### config.mk
export PLATFORM = sky130hd
export DESIGN_NAME = pcie_tx_pkt_arbiter
export DESIGN_NICKNAME = d
export VERILOG_FILES = /design/src/rtl/pcie_tx_pkt_arbiter.sv
export SDC_FILE = /design/constraint.sdc
export NUM_CORES = 1
export LEC_CHECK = 0
export CAP_MARGIN = 20
export CORE_AREA = 4 4 434 436
export CTS_CLUSTER_DIAMETER = 120
export DETAILED_ROUTE_END_ITERATION = 7
export DIE_AREA = 0 0 438 440
export GPL_ROUTABILITY_DRIVEN = 0
export HOLD_SLACK_MARGIN = 0.1
export SLEW_MARGIN = 25
export SYNTH_ARGS = -nofsm -noshare
export SYNTH_HDL_FRONTEND = slang
export SYNTH_SLANG_ARGS = --single-unit
### constraint.sdc
create_clock -name clk -period 4.71 [get_ports clk]
set_input_delay 0.7065 -clock clk [delete_from_list [all_inputs] [get_ports clk]]
set_output_delay 0.7065 -clock clk [all_outputs]
set_load 0.01 [all_outputs]
### src/rtl/pcie_tx_pkt_arbiter.sv
// pcie_tx_pkt_arbiter: packet-level round-robin merge of two AXIS sources onto PCIe TX, with packet counters and a stall watchdog
module pcie_tx_pkt_arbiter #(
  parameter int DATA_W = 256,
  parameter int KEEP_W = 32,
  parameter int USER_W = 64,
  parameter int STALL_LIMIT = 1024,
  parameter int CNT_W = 32
) (
  input  logic              clk,
  input  logic              sys_rst,
  input  logic [DATA_W-1:0] s0_tdata,
  input  logic [KEEP_W-1:0] s0_tkeep,
  input  logic [USER_W-1:0] s0_tuser,
  input  logic              s0_tlast,
  input  logic              s0_tvalid,
  output logic              s0_tready,
  input  logic [DATA_W-1:0] s1_tdata,
  input  logic [KEEP_W-1:0] s1_tkeep,
  input  logic [USER_W-1:0] s1_tuser,
  input  logic              s1_tlast,
  input  logic              s1_tvalid,
  output logic              s1_tready,
  output logic [DATA_W-1:0] m_tdata,
  output logic [KEEP_W-1:0] m_tkeep,
  output logic [USER_W-1:0] m_tuser,
  output logic              m_tlast,
  output logic              m_tvalid,
  input  logic              m_tready,
  output logic [1:0]        grant,
  output logic [CNT_W-1:0]  pkt_cnt0,
  output logic [CNT_W-1:0]  pkt_cnt1,
  output logic              stall_err
);
  localparam int SW = $clog2(STALL_LIMIT + 1);
  localparam logic [SW-1:0] LIM = SW'(STALL_LIMIT);
  typedef enum logic [1:0] {IDLE, GRANT0, GRANT1} state_t;
  state_t state, state_nxt;
  logic last_owner, g0, g1, hs, eop;
  logic [SW-1:0] stall_ctr, stall_nxt;
  always_comb begin
    g0 = state == GRANT0;
    g1 = state == GRANT1;
    m_tdata = g0 ? s0_tdata : g1 ? s1_tdata : '0;
    m_tkeep = g0 ? s0_tkeep : g1 ? s1_tkeep : '0;
    m_tuser = g0 ? s0_tuser : g1 ? s1_tuser : '0;
    m_tlast = g0 ? s0_tlast : g1 & s1_tlast;
    m_tvalid = g0 ? s0_tvalid : g1 & s1_tvalid;
    s0_tready = g0 & m_tready;
    s1_tready = g1 & m_tready;
    grant = {g1, g0};
    hs = m_tvalid & m_tready;
    eop = hs & m_tlast;
    state_nxt = state;
    // on contention the source that did not own the previous packet wins
    if (state == IDLE)
      state_nxt = (s0_tvalid && (!s1_tvalid || last_owner)) ? GRANT0 : s1_tvalid ? GRANT1 : IDLE;
    else if (eop)
      state_nxt = IDLE;
    stall_nxt = (state == IDLE || hs) ? '0 : (stall_ctr == LIM) ? stall_ctr : stall_ctr + 1'b1;
  end
  always_ff @(posedge clk) begin
    if (sys_rst) begin
      state <= IDLE;
      last_owner <= 1'b1;
      pkt_cnt0 <= '0;
      pkt_cnt1 <= '0;
      stall_ctr <= '0;
      stall_err <= 1'b0;
    end else begin
      state <= state_nxt;
      stall_ctr <= stall_nxt;
      stall_err <= stall_err | (stall_nxt == LIM);
      if (eop) begin
        last_owner <= g1;
        pkt_cnt0 <= pkt_cnt0 + CNT_W'(g0);
        pkt_cnt1 <= pkt_cnt1 + CNT_W'(g1);
      end
    end
  end
endmodule

* After elaboration in Yosys (flattened, before gate mapping) *
Index checks and enable logic that the tools add are counted.

operators by class
  add/subtract/negate cells = 3
  bitwise logic cells = 7
  muxes and demuxes = 14
  reductions and logical operators = 6
  equality and inequality tests = 4

operator list
  kind                                                 count
  two-way mux 256 bit                                  2
  two-way mux 64 bit                                   2
  adder 32 x 1 -> 32 bit                               2
  two-way mux 32 bit                                   2
  equality test 11 bit, second input constant          2
  two-way mux 11 bit                                   2
  adder 11 x 1 -> 11 bit, second input constant        1
  two-way mux 2 bit                                    4
  AND 1 bit                                            6
  equality test 2 x 1 -> 1 bit, second input constant  1
  equality test 2 bit, second input constant           1
  logical NOT 2 bit                                    1
  logical OR 1 bit                                     2
  two-way mux 1 bit                                    2
  nonzero test 2 bit                                   1
  logical AND 1 bit                                    1
  logical NOT 1 bit                                    1
  bitwise OR 1 bit                                     1

word-level totals
  register bits = 79
  input bits = 711
  word-level logic and storage cells = 40

* Logic depth before layout (Yosys ltp) *
Gate-level depths: netlist (run 1).

  word-level depth = 8
  gate-level depth with buffers = 12

* Worst setup path after synthesis (run 1) *
No wires, ideal clock.

  kind = register to register
  from = register state[0]
  to = register pkt_cnt0[28]
  period minus slack after synthesis = 2823 ps
  cell stages (with the launch flop) = 12
  setup time = 70 ps
  setup slack = 1887 ps
  path buffers = 4
  required time = 4640 ps
  arrival = 2753 ps
  cell sequence = dfxtp_1 clkbuf_1 nor2b_1 clkbuf_1 clkbuf_1 ha_1 ha_1 and3_1 buf_1 nand4_1 or4_1 a21oi_1

between the ends
  elaborated cells between the ends (all ways) = 9

RTL lines
  what                                                            RTL line  RTL
  start, declared                                                 37        state_t state, state_nxt;
  start signal, assigned                                          70        state <= state_nxt;
  equality test 2 x 1 -> 1 bit *                                  41        g0 = state == GRANT0;
  net g0                                                          38        logic last_owner, g0, g1, hs, eop;
  branches (longest 3 deep; another with adder 32 x 1 -> 32 bit)  -
  end signal, assigned                                            75        pkt_cnt0 <= pkt_cnt0 + CNT_W'(g0);
  end, declared                                                   30        output logic [CNT_W-1:0] pkt_cnt0,

Mark *: on every way through the listed nets, which the timed path passes.
A chain may end at the register's enable or synchronous reset.

* Final worst setup path (run 1) *
  from = register state[1]
  to = output m_tdata[206]

between the ends
  cells in the longest elaborated chain, start to end = 3
  elaborated cells between the ends (all ways) = 4

RTL lines
  what                   RTL line  RTL
  equality test 2 bit    42        g1 = state == GRANT1;
  two-way mux 256 bit    43        m_tdata = g0 ? s0_tdata : g1 ? s1_tdata : '0;
  two-way mux 256 bit *  43
  end, declared          23        output logic [DATA_W-1:0] m_tdata,

Mark *: on every way between the ends. The rest lies on a longest branch, timed or not.

==> flow_summary_export.csv, run 1 <==
group,metric,value,unit
synthesis,yosysSeqAreaShare,21.51,%
drt,final_antenna_net_count,0,
clocking,cts_root_buf,"clkbuf_16",
pwr,power,4.235,mW
layout,nets,2685,
die,initial_core_util,3.982,%
setup_path,end_kind,"primary output",
synthesis,synth_area,0.007353,mm²
global_route,grt_pass1_wl,249800,µm
global_route,use_met2,43.87,%
setup_path,critPathBufInv,3,
synthesis,synth_cells,909,
clocking,cts_tree,"yes",
pwr,peakVddDrop,0.0001551,V
clocking,clock_latency,0.36,ns
timing,tns,0,ns
job,max_cap_violations,0,
die,num_io_pins,1134,
clocking,cts.path.max_buffers,2,
synthesis,ys_async_sr_fraction,0,%
pwr,powerDensity,192.2,mW/mm²
global_route,first_global_vias,13980,
synthesis,synth_flop_cell,"dfxtp_1",
drt,dr.pass1.iters,5,
global_route,antenna_found_initial,288,
timing,finalCritPeriodShare,88.92,%
min_path,hold_path_class,"reg2reg",
timing,timing.fmax,238.8,MHz
die,core.rowCount,158,
drt,routed_wl,220900,µm
timing,tightestPinTransition,0.8332,ns
global_route,grt_overflow,0,
setup_path,crit_type,"reg2out",
place,io_buffer_count,1133,
layout,fin_area,0.02203,mm²
timing,finalSetupViolations,0,
setup_path,path_cells,"nor2b_4 -> buf_12 -> buf_12 -> a22o_1 -> clkdlybuf4s50_1",
global_route,use_met3,11.73,%
synthesis,ys_types,51,
layout,area_growth,199.7,%
layout,drive_above_1_share,4.562,%
setup_path,crit_fanout,86,
synthesis,synth_fp_nets,1626,
synthesis,postSynthAreaPerCell,8.089,µm²
die,core,0.1846,mm²
synthesis,yosys_register_bits,79,
clocking,cts_max_level,3,
timing,finalHoldWorstSlack,0.4937,ns
timing,post-route-min-period,4.188,ns
setup_path,cp.arrival,3.48,ns
timing,skew,0.01990,ns
timing,timing.final.hold_violations,0,
setup_path,cp_top_family,"buffers and inverters",
clocking,hold_buffers,0,
clocking,cts.sinks,79,
layout,nFillCells,21250,
drt,routed_via_density,3.287,
pwr,p_leak,7.115,nW
place,detailed_place_hpwl,208100,µm
global_route,grt_use_met1,16.85,%
timing,rsz0062_at_grt,"no",
synthesis,yosysWarnings,0,
setup_path,critPathMaxStageDelay,0.67,ns
drt,drt-initial-drc-count,1336,
synthesis,synth_edf_count,0,
timing,relSlewSlack,44.45,%
place,dpl_cell_area,0.02160,mm²
setup_path,path_common_cell,"buf_12",
clocking,clkTransAtPathRegs,0.07,ns
clocking,cts_buffers,9,
global_route,grt_max_degree,101,
die,die-area,0.1927,mm²
layout,multiInputGateArea,0.005303,mm²
drt,drc_errors,0,
drt,vias,14840,
global_route,grt_use_total,21.88,%
layout,final-seq-area,0.001582,mm²
setup_path,critPathSlowestCell,"clkdlybuf4s50_1",
die,die_h,440,µm
setup_path,critPathRequiredTime,4.00,ns
drt,wl_per_cell,48.94,µm
clocking,post-cts-setup-buffer-count,0,
clocking,cts_resized,0,
global_route,busiest_layer,"met2",
timing,slew_violations,0,
run_status,status,"completed",
die,die_width,438,µm
setup_path,startpoint_type,"flop",
setup_path,rrSetupSlack,1.29,ns
-- state kept, by name, summed over array words and instances, names as in the netlist --
signal,flops
last_owner,1
stall_err,1
pkt_cnt0,32
stall_ctr,11
pkt_cnt1,32
state,2
-- tightest hold or removal path, stage by stage (launching register included) --
cell and delay, ns:
dfxtp_1 0.32, nand2b_1 0.07, o31ai_1 0.06
-- cells by family (layout without fill, tap and decap cells) --
family	Yosys count	in the layout	synth area share (%)
compound gates	400	400	45.92
simple gates	245	245	17.61
buf+inv	119	1183	6.738
flops	79	79	21.51
xor+xnor	57	57	6.789
fa+ha+maj	6	6	1.021
mux	3	3	0.4084
other cells	0	60	0
-- worst paths after layout --
kind,start,to,depth (start not counted)
hold / removal,stall_err,stall_err,2
setup / recovery,state[1],m_tdata[206],5
hold reg to reg,stall_err,stall_err,2
setup reg to reg,state[1],pkt_cnt1[24],8
-- cell usage after synthesis, types with 3 or more instances --
| cell type | count | area (µm²) |
|---|---|---|
| nand2_1 | 38 | 142.6 |
| xor2_1 | 17 | 148.9 |
| clkbuf_1 | 97 | 364.1 |
| nand2b_1 | 5 | 31.28 |
| a22o_1 | 353 | 3092 |
| dfxtp_1 | 79 | 1582 |
| and3_1 | 5 | 31.28 |
| or2_2 | 5 | 31.28 |
| nor2_1 | 63 | 236.5 |
| o21ai_0 | 12 | 60.06 |
| a21oi_1 | 23 | 115.1 |
| and4_1 | 8 | 70.07 |
| nand4_1 | 18 | 112.6 |
| mux2i_1 | 3 | 30.03 |
| o31ai_1 | 3 | 22.52 |
| nor3_1 | 24 | 120.1 |
| ha_1 | 6 | 75.07 |
| buf_1 | 5 | 18.77 |
| clkbuf_8 | 4 | 55.05 |
| inv_1 | 10 | 37.54 |
| nor2b_1 | 4 | 25.02 |
| nand3_1 | 24 | 120.1 |
| xnor2_1 | 40 | 350.3 |
| or3_1 | 8 | 50.05 |
| nor4_1 | 17 | 106.4 |
| and3b_1 | 5 | 43.79 |
| or4_1 | 3 | 22.52 |
-- through the flow --
stage          std cells  worst slack (ns)  utilization [%]
4_1_cts             4453            0.4233            11.85
6_report            4513            0.5218            11.93
3_5_place_dp        4437            0.8217            11.70
2_1_floorplan        909             1.887                -
3_3_place_gp        4437            0.8096            11.70
5_1_grt             4471            0.3951            11.88
-- area by class of cell --
cell class	count	area share (%)
timing repair buffer	1157	52.52
multi-input combinational	711	24.06
tap	2480	14.08
sequential	79	7.177
clock buffer	9	1.022
antenna	60	0.6814
clock inverter	7	0.2782
inverter	10	0.1703
-- routing by layer --
metal,part of all wire (%),up-vias
li1,-,5799
met1,27,7098
met2,55,1248
met3,12,543
met4,6.0,148
met5,0.53,-
-- cell usage in the layout (no fill, tap or decap), types with 2 or more instances in the layout --
cell type	n
nor4_1	17
nor2b_1	2
nor4b_1	2
or2_1	2
and2_1	2
and4_1	8
inv_6	3
inv_1	10
dfxtp_1	79
nor2b_4	2
and3_1	5
buf_4	45
o31ai_1	3
or3_1	8
inv_8	2
nand2b_1	5
nand2_1	38
or4_1	3
mux2i_1	3
nor3_1	24
nand4_1	18
nand4b_1	2
buf_12	11
nand3_1	24
ha_1	6
clkbuf_16	9
and4_2	2
or2_2	5
o21ai_0	12
xor2_1	17
nor2_1	63
diode_2	60
and3b_1	5
a22o_1	353
a21oi_1	23
clkdlybuf4s50_1	1100
xnor2_1	40
-- where the power goes --
group | total (mW) | switching, mW | internal (mW)
clock network | 0.716 | 0.346 | 0.370
registers | 0.677 | 0.00657 | 0.670
logic | 2.84 | 1.57 | 1.27
total | 4.23 | 1.92 | 2.31
Note: power is estimated with default switching activity, not from simulation.
==> run 2, diff against run 1 <==
--- a/config.mk
+++ b/config.mk
@@ -12,6 +12,7 @@
 export DIE_AREA = 0 0 438 440
 export GPL_ROUTABILITY_DRIVEN = 0
 export HOLD_SLACK_MARGIN = 0.1
+export PLACE_DENSITY = 0.3
 export SLEW_MARGIN = 25
 export SYNTH_ARGS = -nofsm -noshare
 export SYNTH_HDL_FRONTEND = slang
==> flow_summary_export.csv, run 2 (synthesis results as in run 1) <==
group,metric,value,unit
clocking,cts_tree,"yes",
drt,wl_per_cell,41.35,µm
layout,final-seq-area,0.001582,mm²
setup_path,crit_fanout,93,
layout,nets,2683,
global_route,grt_use_total,18.39,%
clocking,post-cts-setup-buffer-count,0,
timing,skew,0.01327,ns
layout,area_growth,199.6,%
timing,tightestPinTransition,0.8285,ns
clocking,cts_resized,0,
global_route,grt_pass1_wl,215300,µm
layout,layout_commonest_cell,"clkdlybuf4s50_1",
run_status,status,"completed",
global_route,grt_overflow,0,
drt,dr.pass1.iters,5,
layout,multiInputGateArea,0.005303,mm²
pwr,powerDensity,181.1,mW/mm²
timing,finalSetupViolations,0,
timing,post-route-min-period,3.956,ns
layout,nFillCells,21340,
die,die_h,440,µm
global_route,antenna_found_initial,239,
setup_path,path_cells,"nor2b_4 -> buf_12 -> buf_12 -> a22o_1 -> clkdlybuf4s50_1",
global_route,first_global_vias,13510,
clocking,cts_root_buf,"clkbuf_16",
clocking,hold_buffers,0,
pwr,p_leak,7.056,nW
die,core,0.1846,mm²
timing,timing.final.hold_violations,0,
die,die_width,438,µm
clocking,clkTransAtPathRegs,0.07,ns
clocking,cts.sinks,79,
clocking,clock_latency,0.36,ns
layout,top_regs,"pkt_cnt0 x32, pkt_cnt1 x32, stall_ctr x11",
min_path,hold_path_class,"reg2reg",
drt,vias,13720,
die,die-area,0.1927,mm²
layout,post-route-util,11.93,%
timing,relSlewSlack,44.77,%
die,core.rowCount,158,
setup_path,end_kind,"primary output",
setup_path,critPathSlowestCell,"clkdlybuf4s50_1",
global_route,grt_max_degree,104,
timing,finalCritPeriodShare,83.99,%
setup_path,critPathRequiredTime,4.00,ns
die,initial_core_util,3.982,%
setup_path,startpoint_type,"flop",
timing,tns,0,ns
pwr,peakVddDrop,0.0001507,V
job,max_cap_violations,0,
timing,rsz0062_at_grt,"no",
drt,routed_via_density,3.052,
setup_path,path_common_cell,"buf_12",
clocking,cts_buffers,9,
drt,drc_errors,0,
layout,final_cell_mix,"1124 x clkdlybuf4s50_1, 353 x a22o_1, 79 x dfxtp_1",
clocking,cts.path.max_buffers,2,
setup_path,crit_type,"reg2out",
clocking,cts_max_level,3,
layout,drive_above_1_share,3.147,%
place,io_buffer_count,1133,
setup_path,critPathMaxStageDelay,0.70,ns
drt,routed_wl,185900,µm
drt,drt-initial-drc-count,987,
setup_path,cp.arrival,3.25,ns
timing,slew_violations,0,
timing,timing.fmax,252.8,MHz
drt,final_antenna_net_count,0,
place,detailed_place_hpwl,173000,µm
die,num_io_pins,1134,
[run 2: per-layer routing]
layer | global-route usage (%) | wire length [µm] | up-vias | part of all wire [%]
li1 | - | - | 5789 | -
met1 | 16.87 | 58500 | 6514 | 31
met2 | 35.76 | 100700 | 862 | 54
met3 | 9.032 | 19660 | 394 | 11
met4 | 4.676 | 5938 | 160 | 3.2
met5 | 0 | 1030 | - | 0.55
[run 2: worst paths after layout]
kind / from / end / slack [ns] / cells past startpoint
max: state[0] / m_tkeep[6] / 0.75 / 5
min: pkt_cnt1[31] / pkt_cnt1[31] / 0.48 / 2
max reg2reg: state[0] / pkt_cnt0[28] / 1.58 / 9
min reg2reg: pkt_cnt1[31] / pkt_cnt1[31] / 0.48 / 2
[run 2: layout make-up]
| cell class | count | area share (%) |
|---|---|---|
| Clock buffer | 10 | 1.039 |
| Multi-Input combinational cell | 711 | 24.07 |
| Sequential cell | 79 | 7.179 |
| Inverter | 10 | 0.1704 |
| Timing Repair Buffer | 1155 | 52.57 |
| Antenna cell | 45 | 0.5111 |
| Clock inverter | 5 | 0.3805 |
| Tap cell | 2480 | 14.08 |
[run 2: report_power, final]
part           switching, mW  internal (mW)
logic                   1.25           1.27
clock network          0.328          0.464
registers            0.00640          0.670
[run 2: through the flow]
stage / hold WS, ns / cells / setup WS [ns] / instance area [µm²] / power, mW
after CTS: 0.4876 / 4450 / 0.6048 / 21920 / 4.115
after global placement: 0.4713 / 4435 / 1.064 / 21610 / 3.299
final: 0.4838 / 4495 / 0.7539 / 22030 / 3.990
after floorplan: 0.4843 / 909 / 1.887 / 7353 / 1.324
after global routing: 0.5263 / 4467 / 0.6398 / 21960 / 4.122
after detailed placement: 0.4786 / 4435 / 1.026 / 21610 / 3.278
[run 2: critical path: cells and delay by family, from the launching register on]
family | cells | cell delay [ns]
buffers and inverters | 3 | 1.21
flip-flops | 1 | 0.55
AO/OA/AOI/OAI | 1 | 0.57
AND/OR/NAND/NOR | 1 | 0.39
==> run 3, diff against run 2 <==
--- a/config.mk
+++ b/config.mk
@@ -6,10 +6,10 @@
 export NUM_CORES = 1
 export LEC_CHECK = 0
 export CAP_MARGIN = 20
-export CORE_AREA = 4 4 434 436
+export CORE_AREA = 4 4 440 442
 export CTS_CLUSTER_DIAMETER = 120
 export DETAILED_ROUTE_END_ITERATION = 7
-export DIE_AREA = 0 0 438 440
+export DIE_AREA = 0 0 444 446
 export GPL_ROUTABILITY_DRIVEN = 0
 export HOLD_SLACK_MARGIN = 0.1
 export PLACE_DENSITY = 0.3
==> constraint.sdc (replaced) <==
create_clock -name clk -period 4.03 [get_ports clk]
set_input_delay 0.6045 -clock clk [delete_from_list [all_inputs] [get_ports clk]]
set_output_delay 0.6045 -clock clk [all_outputs]
set_load 0.01 [all_outputs]
==> flow_summary_export.csv, run 3 (synthesis results as in run 1) <==
group,metric,value,unit
pwr,p_leak,7.182,nW
global_route,grt_use_total,17.27,%
die,initial_core_util,3.879,%
layout,post-route-util,11.57,%
timing,finalSetupViolations,0,
timing,tns,0,ns
pwr,power_frac_seq,16.9,%
pwr,power,4.680,mW
pwr,peakVddDrop,0.0001790,V
die,die_width,444,µm
setup_path,critPathRequiredTime,3.43,ns
layout,area_growth,198.2,%
min_path,hp-start,"pkt_cnt0[0]",
global_route,first_global_vias,13130,
clocking,cts.path.max_buffers,2,
die,core.rowCount,160,
pwr,power.switching,1.942,mW
place,dpl_cell_area,0.02154,mm²
place,place_inst,4468,
setup_path,crit_fanout,52,
min_path,hold_path_class,"reg2reg",
timing,timing.final.hold_violations,0,
pwr,powerDensity,213.4,mW/mm²
global_route,grt_overflow,0,
clocking,clkTransAtPathRegs,0.07,ns
layout,nets,2685,
pwr,internal_power,2.738,mW
global_route,grt_pass1_wl,208600,µm
layout,top_regs,"pkt_cnt0 x32, pkt_cnt1 x32, stall_ctr x11",
clocking,cts.sinks,79,
clocking,clock_latency,0.36,ns
timing,finalHoldWorstSlack,0.4821,ns
min_path,holdPathStages,2,
drt,dr.pass1.iters,6,
clocking,cts_max_level,3,
die,core,0.1896,mm²
clocking,cts_buffers,9,
timing,skew,0.008102,ns
timing,rsz0062_at_grt,"no",
timing,timing.fmax,255.9,MHz
global_route,antenna_found_initial,211,
layout,layout_commonest_cell,"clkdlybuf4s50_1",
drt,final_antenna_net_count,0,
timing,relSlewSlack,40.09,%
die,die-area,0.1980,mm²
clocking,cts_root_buf,"clkbuf_16",
drt,drc_errors,0,
drt,routed_via_density,2.992,
min_path,hold_end,"pkt_cnt0[0]",
clocking,hold_buffers,0,
setup_path,end_kind,"primary output",
drt,wl_per_cell,39.82,µm
clocking,cts_tree,"yes",
timing,post-route-min-period,3.908,ns
layout,nFillCells,21740,
layout,final_cell_count_no_fill,4514,
job,max_cap_violations,0,
place,place_ws,0.5713,ns
run_status,status,"completed",
setup_path,r2r_cells,8,
drt,drt-initial-drc-count,846,
pwr,power.share.clock,18.8,%
drt,vias,13510,
setup_path,cp.arrival,3.30,ns
setup_path,startpoint_type,"flop",
setup_path,rr_startpoint,"state[1]",
setup_path,r2r-end,"pkt_cnt1[29]",
setup_path,rrSetupSlack,0.96,ns
die,die_h,446,µm
die,num_io_pins,1134,
place,io_buffer_count,1133,
timing,worst_slack,0.1219,ns
layout,final_cell_mix,"1063 x clkdlybuf4s50_1, 346 x a22o_1, 82 x buf_4",
place,detailed_place_hpwl,166500,µm
timing,finalCritPeriodShare,96.98,%
drt,routed_wl,179800,µm
pwr,comb_power_share,64.3,%
pwr,swShare,41.49,%
timing,slew_violations,0,
layout,fin_area,0.02193,mm²
setup_path,crit_type,"reg2out",
layout,drive_above_1_share,6.741,%
timing,tightestPinTransition,0.8986,ns
global_route,grt_max_degree,94,
-- run 3: cell type report --
class                      count  area [µm²]  area share, %
multi-input combinational    711        5311          24.22
tap                         2511        3142          14.33
timing repair buffer        1157       11480          52.36
inverter                      10       37.54         0.1712
clock buffer                  10       229.0          1.044
clock inverter                 6       68.82         0.3139
sequential                    79        1582          7.213
antenna                       30       75.07         0.3424
-- run 3: per-layer routing --
metal  track usage [%]  up-vias  wire, µm
met5                 0        -       862
met4             3.613      136      6116
met3             8.368      409     18750
met2             36.27      807    104000
met1             14.09     6393     50090
li1                  -     5763         -
-- run 3: how the worst max path moves through the flow --
stage,startpoint,end,cells after the start,slack (ns)
after floorplan,state[0],pkt_cnt0[28],11,1.21
after global placement,state[1],m_tuser[42],5,0.53
after detailed placement,state[1],m_tuser[42],5,0.57
after CTS,state[1],m_tuser[42],5,0.15
after global routing,state[1],m_tuser[30],5,0.03
final,state[1],m_tuser[34],5,0.12
-- run 3: power groups by stage --
stage	clock, mW	sequential, mW	combinational, mW
floorplan	0	0.803	0.744
global placement	0	0.809	3.14
detailed placement	0	0.809	3.11
CTS	0.929	0.790	3.13
global route	0.941	0.791	3.14
finish	0.879	0.790	3.01
-- run 3: worst max-delay path, stage by stage, from the launching register on --
cell	delay, ns
dfxtp_1	0.52
nor2b_4	0.51
buf_12	0.23
buf_12	0.26
a22o_1	0.60
clkdlybuf4s50_1	0.66
-- run 3: what timing repair did --
item | CTS | global route
setup buffers | 0 | 0
setup endpoints to repair | 0 | 7
endpoints found under the hold margin | 0 | 0
gates resized for setup | 0 | 7
